File: config.mk
export PLATFORM = sky130hd
export DESIGN_NAME = uart_tx_arbiter
export DESIGN_NICKNAME = d
export VERILOG_FILES = /design/src/rtl/uart_tx_arbiter.sv
export SDC_FILE = /design/constraint.sdc
export NUM_CORES = 1
export LEC_CHECK = 0
export BUFFER_PORTS_ARGS = -buffer_cell sky130_fd_sc_hd__clkbuf_2
export CAP_MARGIN = 20
export CELL_PAD_IN_SITES_DETAIL_PLACEMENT = 2
export CELL_PAD_IN_SITES_GLOBAL_PLACEMENT = 2
export CORE_MARGIN = 4
export CORE_UTILIZATION = 21
export CTS_BUF_LIST = sky130_fd_sc_hd__clkbuf_8
export CTS_CLUSTER_SIZE = 24
export DETAILED_ROUTE_END_ITERATION = 10
export GPL_TIMING_DRIVEN = 0
export PLACE_DENSITY_LB_ADDON = 0.1
export SLEW_MARGIN = 20
export SYNTH_ARGS = -nofsm -noshare
export SYNTH_HDL_FRONTEND = slang
export SYNTH_SLANG_ARGS = --single-unit
File: constraint.sdc
create_clock -name clk_i -period 1.5 [get_ports clk_i]
set_input_delay 0.225 -clock clk_i [delete_from_list [all_inputs] [get_ports clk_i]]
set_output_delay 0.225 -clock clk_i [all_outputs]
set_load 0.05 [all_outputs]
File: src/rtl/uart_tx_arbiter.sv
// ---------------------------------------------------------------------------
// uart_tx_arbiter
//
// Shares the single write port of the UART TX FIFO between NUM_REQ byte-stream
// requesters (CPU register path, debug console, DMA, ...). Once granted, a
// requester keeps the port until it delivers a byte flagged `last`, or until
// MAX_BURST beats have moved. Bytes from different packets therefore never
// interleave, except when a long packet is cut by the burst limit. The winner
// is chosen round-robin, and the search starts one past the last owner.
//
// state  | meaning
// -------+-----------------------------------------------------------------
// IDLE   | no grant held; scan req_valid_i from rr_ptr and latch a winner
// GRANT  | grant_idx owns the FIFO port; beats pass straight through
//
// Ports
//   clk_i        system clock
//   srst_i       synchronous reset, active-high; also blocks beats while high
//   req_data_i   packed requester data, requester k at [k*ELEM_WIDTH +: ELEM_WIDTH]
//   req_valid_i  per-requester valid
//   req_last_i   per-requester end-of-packet, qualified by valid
//   req_ready_o  per-requester ready (only the granted bit can be high)
//   out_data_o   data towards the TX FIFO
//   out_valid_o  valid towards the TX FIFO
//   out_ready_i  TX FIFO can accept
//   grant_o      one-hot current owner, zero when idle (registered)
//   busy_o       a grant is held (registered)
// ---------------------------------------------------------------------------
module uart_tx_arbiter #(
    parameter int NUM_REQ    = 4,
    parameter int ELEM_WIDTH = 8,
    parameter int MAX_BURST  = 16
) (
    input  logic                          clk_i,
    input  logic                          srst_i,
    input  logic [NUM_REQ*ELEM_WIDTH-1:0] req_data_i,
    input  logic [NUM_REQ-1:0]            req_valid_i,
    input  logic [NUM_REQ-1:0]            req_last_i,
    output logic [NUM_REQ-1:0]            req_ready_o,
    output logic [ELEM_WIDTH-1:0]         out_data_o,
    output logic                          out_valid_o,
    input  logic                          out_ready_i,
    output logic [NUM_REQ-1:0]            grant_o,
    output logic                          busy_o
);

    localparam int IDX_W = (NUM_REQ > 1) ? $clog2(NUM_REQ) : 1;
    localparam int CNT_W = (MAX_BURST > 0) ? $clog2(MAX_BURST + 1) : 1;

    localparam logic [IDX_W-1:0] LAST_IDX   = IDX_W'(NUM_REQ - 1);
    localparam logic [CNT_W-1:0] BURST_LAST = CNT_W'(MAX_BURST - 1);

    typedef enum logic {
        ST_IDLE  = 1'b0,
        ST_GRANT = 1'b1
    } state_t;

    state_t           state_q, state_d;
    logic [IDX_W-1:0] rr_ptr_q, rr_ptr_d;
    logic [IDX_W-1:0] grant_idx_q, grant_idx_d;
    logic [CNT_W-1:0] beat_cnt_q, beat_cnt_d;

    logic [ELEM_WIDTH-1:0] req_data_arr [NUM_REQ];

    logic             pick_found;
    logic [IDX_W-1:0] pick_idx;
    logic [IDX_W-1:0] cand_idx;

    logic beat;
    logic rel_grant;

    // Unpack the flat data bus so the granted lane can be selected by index.
    for (genvar k = 0; k < NUM_REQ; k++) begin : g_unpack
        assign req_data_arr[k] = req_data_i[k*ELEM_WIDTH +: ELEM_WIDTH];
    end

    // Round-robin search: scan rr_ptr, rr_ptr+1, ... with wrap. The modulo
    // keeps the wrap correct when NUM_REQ is not a power of two.
    always_comb begin
        pick_found = 1'b0;
        pick_idx   = '0;
        cand_idx   = '0;
        for (int i = 0; i < NUM_REQ; i++) begin
            cand_idx = IDX_W'((int'(rr_ptr_q) + i) % NUM_REQ);
            if (!pick_found && req_valid_i[cand_idx]) begin
                pick_found = 1'b1;
                pick_idx   = cand_idx;
            end
        end
    end

    always_comb begin
        state_d     = state_q;
        rr_ptr_d    = rr_ptr_q;
        grant_idx_d = grant_idx_q;
        beat_cnt_d  = beat_cnt_q;
        beat        = 1'b0;
        rel_grant   = 1'b0;
        out_data_o  = '0;
        out_valid_o = 1'b0;
        req_ready_o = '0;

        case (state_q)
            ST_IDLE: begin
                if (pick_found) begin
                    grant_idx_d = pick_idx;
                    beat_cnt_d  = '0;
                    state_d     = ST_GRANT;
                end
            end

            ST_GRANT: begin
                // Valid and ready are masked during reset so that no byte is
                // handed over in a cycle that is about to clear the grant.
                out_data_o               = req_data_arr[grant_idx_q];
                out_valid_o              = req_valid_i[grant_idx_q] & ~srst_i;
                req_ready_o[grant_idx_q] = out_ready_i & ~srst_i;

                beat = req_valid_i[grant_idx_q] & out_ready_i & ~srst_i;

                if (beat) begin
                    beat_cnt_d = beat_cnt_q + 1'b1;
                    // beat_cnt_q counts beats already moved, so this beat is
                    // number MAX_BURST when it equals MAX_BURST-1.
                    rel_grant  = req_last_i[grant_idx_q] || (beat_cnt_q == BURST_LAST);
                end

                if (rel_grant) begin
                    state_d  = ST_IDLE;
                    rr_ptr_d = (grant_idx_q == LAST_IDX) ? '0 : grant_idx_q + 1'b1;
                end
            end

            default: begin
                state_d = ST_IDLE;
            end
        endcase
    end

    // grant_o / busy_o decode registered state only, so they carry no
    // combinational path from out_ready_i.
    always_comb begin
        grant_o = '0;
        busy_o  = 1'b0;
        if (state_q == ST_GRANT) begin
            grant_o[grant_idx_q] = 1'b1;
            busy_o               = 1'b1;
        end
    end

    always_ff @(posedge clk_i) begin
        if (srst_i) begin
            state_q     <= ST_IDLE;
            rr_ptr_q    <= '0;
            grant_idx_q <= '0;
            beat_cnt_q  <= '0;
        end else begin
            state_q     <= state_d;
            rr_ptr_q    <= rr_ptr_d;
            grant_idx_q <= grant_idx_d;
            beat_cnt_q  <= beat_cnt_d;
        end
    end

endmodule

==> results by group <==
Clock network
  – Reg clk slew, reported paths: about 50 ps
  – Clock sinks: 10
  – Max Root-Sink Buffers: 2
  – CTS Buf Count: 3
  – Clock root buffer: clkbuf_8
  – H-tree Lvls: 1
  – Clock Latency Late Sink: 240 ps
  – CTS tree: built

Global route
  – Grt ovf: 0
  – Initial antenna violation count: 0
  – Vias in the first global route: 1249
  – First-pass GRT wire length: between 6000 and 7000 um
  – All-layer global routing usage: 15.4%
  – Pin count of the biggest net entering global routing: 11

Synthesis
  – Syn. warnings: 0
  – Mapped Area: about 950 sq um
  – Synth Instances: 98
  – Count of different cell masters after synthesis: 33
  – Sequential-to-total area share from yosys stat: 21.1%
  – Synthesized area per cell: 9.68 sq um
  – Post-Syn Nets: ~150
  – Yosys reg bits: 10

Power
  – Internal Power: 0.717 mW
  – Sequential share of power: a little over a quarter
  – Net Sw Power: 0.356 mW
  – Power Dens Cells: 540 nW/um^2
  – Switching part of the total: 33.2%
  – Comb pwr share: 46.8%
  – Clock share of power: 26.8%
  – Leak Pwr: 0.869 nW
  – Worst VDD drop: 0.291 mV

Timing
  – RSZ-0062 raised after global routing: yes
  – Final period util: 124%
  – Sum Neg Setup Slack: -5660 ps
  – Min cycle time layout: 1850 ps
  – Setup ws final: -354 ps
  – Hold Fails Final Rpt: 0
  – Worst-Margin Slew: 464 ps
  – Skew final: 6.41 ps
  – Max-slew violations: 0
  – Max Clk Rate: 539 MHz
  – Rel. slew slack: 69.1%
  – Final setup vio count: 25

Die
  – Row cnt: 24
  – Die W: 75.2 um
  – Core area: 4350 sq um
  – Die height: 75.2 um
  – Area of the die: 5660 sq um
  – Initial core utilization: 21.8%
  – # IOs: 61

Detailed routing
  – Vias per inst: 4.82
  – Detailed-route via count: 1114
  – WL/cell: 18.9 um
  – Drt total wl: around 4400 um
  – First-pass DRT Iterations: 2
  – Starting DRT DRC Count: 28
  – DR DRC count: 0
  – Antenna Nets Post-Route: 0

Setup path
  – Flop2flop setup slack: -270 ps
  – Worst Setup End Kind: primary output
  – Startpoint Class: flop
  – Worst EP arrival: 1630 ps
  – Max FO, Critical Path: 5
  – Worst Path Required: 1270 ps
  – Critical path class: flop to primary output

Min path
  – Worst min path class: input pin to flop

Place
  – Port Buffer Count: 60
  – GPL Wtd Cong: around 0.73
  – Post-detail-place hpwl: 2860 um
  – Placed Area: 1350 sq um

Final layout
  – # diodes: 0
  – Most common cell after layout, fill and taps aside: clkbuf_2
  – Nets@finish: about 230
  – Layout cells sized above 1: 74.3%
  – Filler cell count: 459
  – Area added between synthesis and finish: 109%
  – Multi-input logic area: 843 sq um
  – Register area: 213 sq um
  – Most frequent cells in the layout: 44 x clkbuf_2, 13 x and2_4, 10 x mux4_2
  – Fin area: between 1500 and 2000 sq um

Run status
  – Status: finished, violations left
  – Violated checks: negative setup slack

Flow run
  – MaxCap Viol Count: 0
-- cell type report --
type	instances	share of cell area (%)
multi-input combinational	75	42.4
buffer	5	2.90
clock inverter	1	0.189
timing repair buffer	77	36.6
sequential	10	10.7
tap	52	3.27
clock buffer	3	2.08
inverter	8	1.76
-- repair_timing --
item / CTS / global route
cloned: 2 / 0
hold buffers: 0 / 0
buffers inserted: 11 / 4
gates resized for setup: 78 / 18
pin swaps: 9 / 5
endpoints found under the setup margin: 23 / 25
-- synthesized netlist by cell type --
cell | count | area, sq um
and2_2 | 2 | 15.0
a221oi_1 | 2 | 17.5
mux4_1 | 2 | 52.6
nand2_1 | 4 | 15.0
and3_2 | 1 | 7.51
ha_1 | 6 | 75.1
a21oi_1 | 6 | 30.0
buf_1 | 1 | 3.75
nand4_1 | 1 | 6.26
clkbuf_1 | 2 | 7.51
nand3_1 | 5 | 25.0
inv_1 | 8 | 30.0
dfxtp_1 | 10 | 200
a21o_1 | 1 | 7.51
or3_1 | 1 | 6.26
nor4_1 | 1 | 6.26
and3_1 | 5 | 31.3
nor2_1 | 2 | 7.51
mux4_2 | 8 | 180
mux2i_1 | 2 | 20.0
a31oi_1 | 1 | 6.26
a21oi_2 | 1 | 8.76
nand3b_1 | 3 | 22.5
o221ai_1 | 1 | 8.76
o21ai_0 | 1 | 5.00
or2_2 | 1 | 6.26
nor2b_1 | 1 | 6.26
and2_1 | 12 | 75.1
o2111ai_2 | 1 | 15.0
dlygate4sd1_1 | 1 | 8.76
a211o_1 | 1 | 8.76
nand2b_1 | 3 | 18.8
clkbuf_8 | 1 | 13.8
-- worst paths after layout --
kind | startpoint | to | cells past startpoint
min | req_valid_i[3] | grant_idx_q[0] | 3
min reg2reg | beat_cnt_q[3] | beat_cnt_q[3] | 1
max reg2reg | grant_idx_q[0] | rr_ptr_q[1] | 6
max | grant_idx_q[0] | out_data_o[2] | 4
-- routing by layer --
layer | part of all wire [%] | vias up | GRT usage, %
li1 | - | 526 | -
met1 | 35 | 549 | 16.2
met2 | 59 | 35 | 31.3
met3 | 4.8 | 4 | 2.00
met4 | 0.66 | 0 | 4.08
met5 | 0 | - | 0
-- logic make-up after synthesis --
logic type / share of synthesized area (%)
AO/OA/AOI/OAI: 11.3
adder cells (fa/ha/maj): 7.92
buffers and inverters: 6.73
flip-flops: 21.1
multiplexers: 26.6
AND/OR/NAND/NOR: 26.3
-- metrics by stage --
stage	util [%]	setup slack, ps	cells	hold slack [ps]	total power, mW
2_1_floorplan	-	-3.42	98	426	0.510
3_3_place_gp	30.9	-233	210	452	0.618
3_5_place_dp	30.9	-241	210	448	0.627
4_1_cts	43.4	-356	227	406	1.05
5_1_grt	45.6	-403	231	440	1.13
6_report	45.6	-354	231	407	1.07
-- worst max-delay path: stages (launching register included) --
cell       delay (ps)
dfxtp_4           380
clkbuf_16         160
mux4_2            500
and2_4            180
clkbuf_16         160
-- sequential cells by signal, summed over array words and instances, names as in the netlist --
| signal | count |
|---|---|
| rr_ptr_q | 2 |
| beat_cnt_q | 5 |
| grant_idx_q | 2 |
| state_q | 1 |
-- power groups by stage --
stage	sequential (mW)	combinational [mW]	clock [mW]
after global placement	0.290	0.329	0
after CTS	0.283	0.471	0.297
after detailed placement	0.290	0.337	0
after global routing	0.285	0.532	0.309
after floorplan	0.291	0.219	0
final	0.283	0.502	0.288
Power figures use the tool's default switching activity.
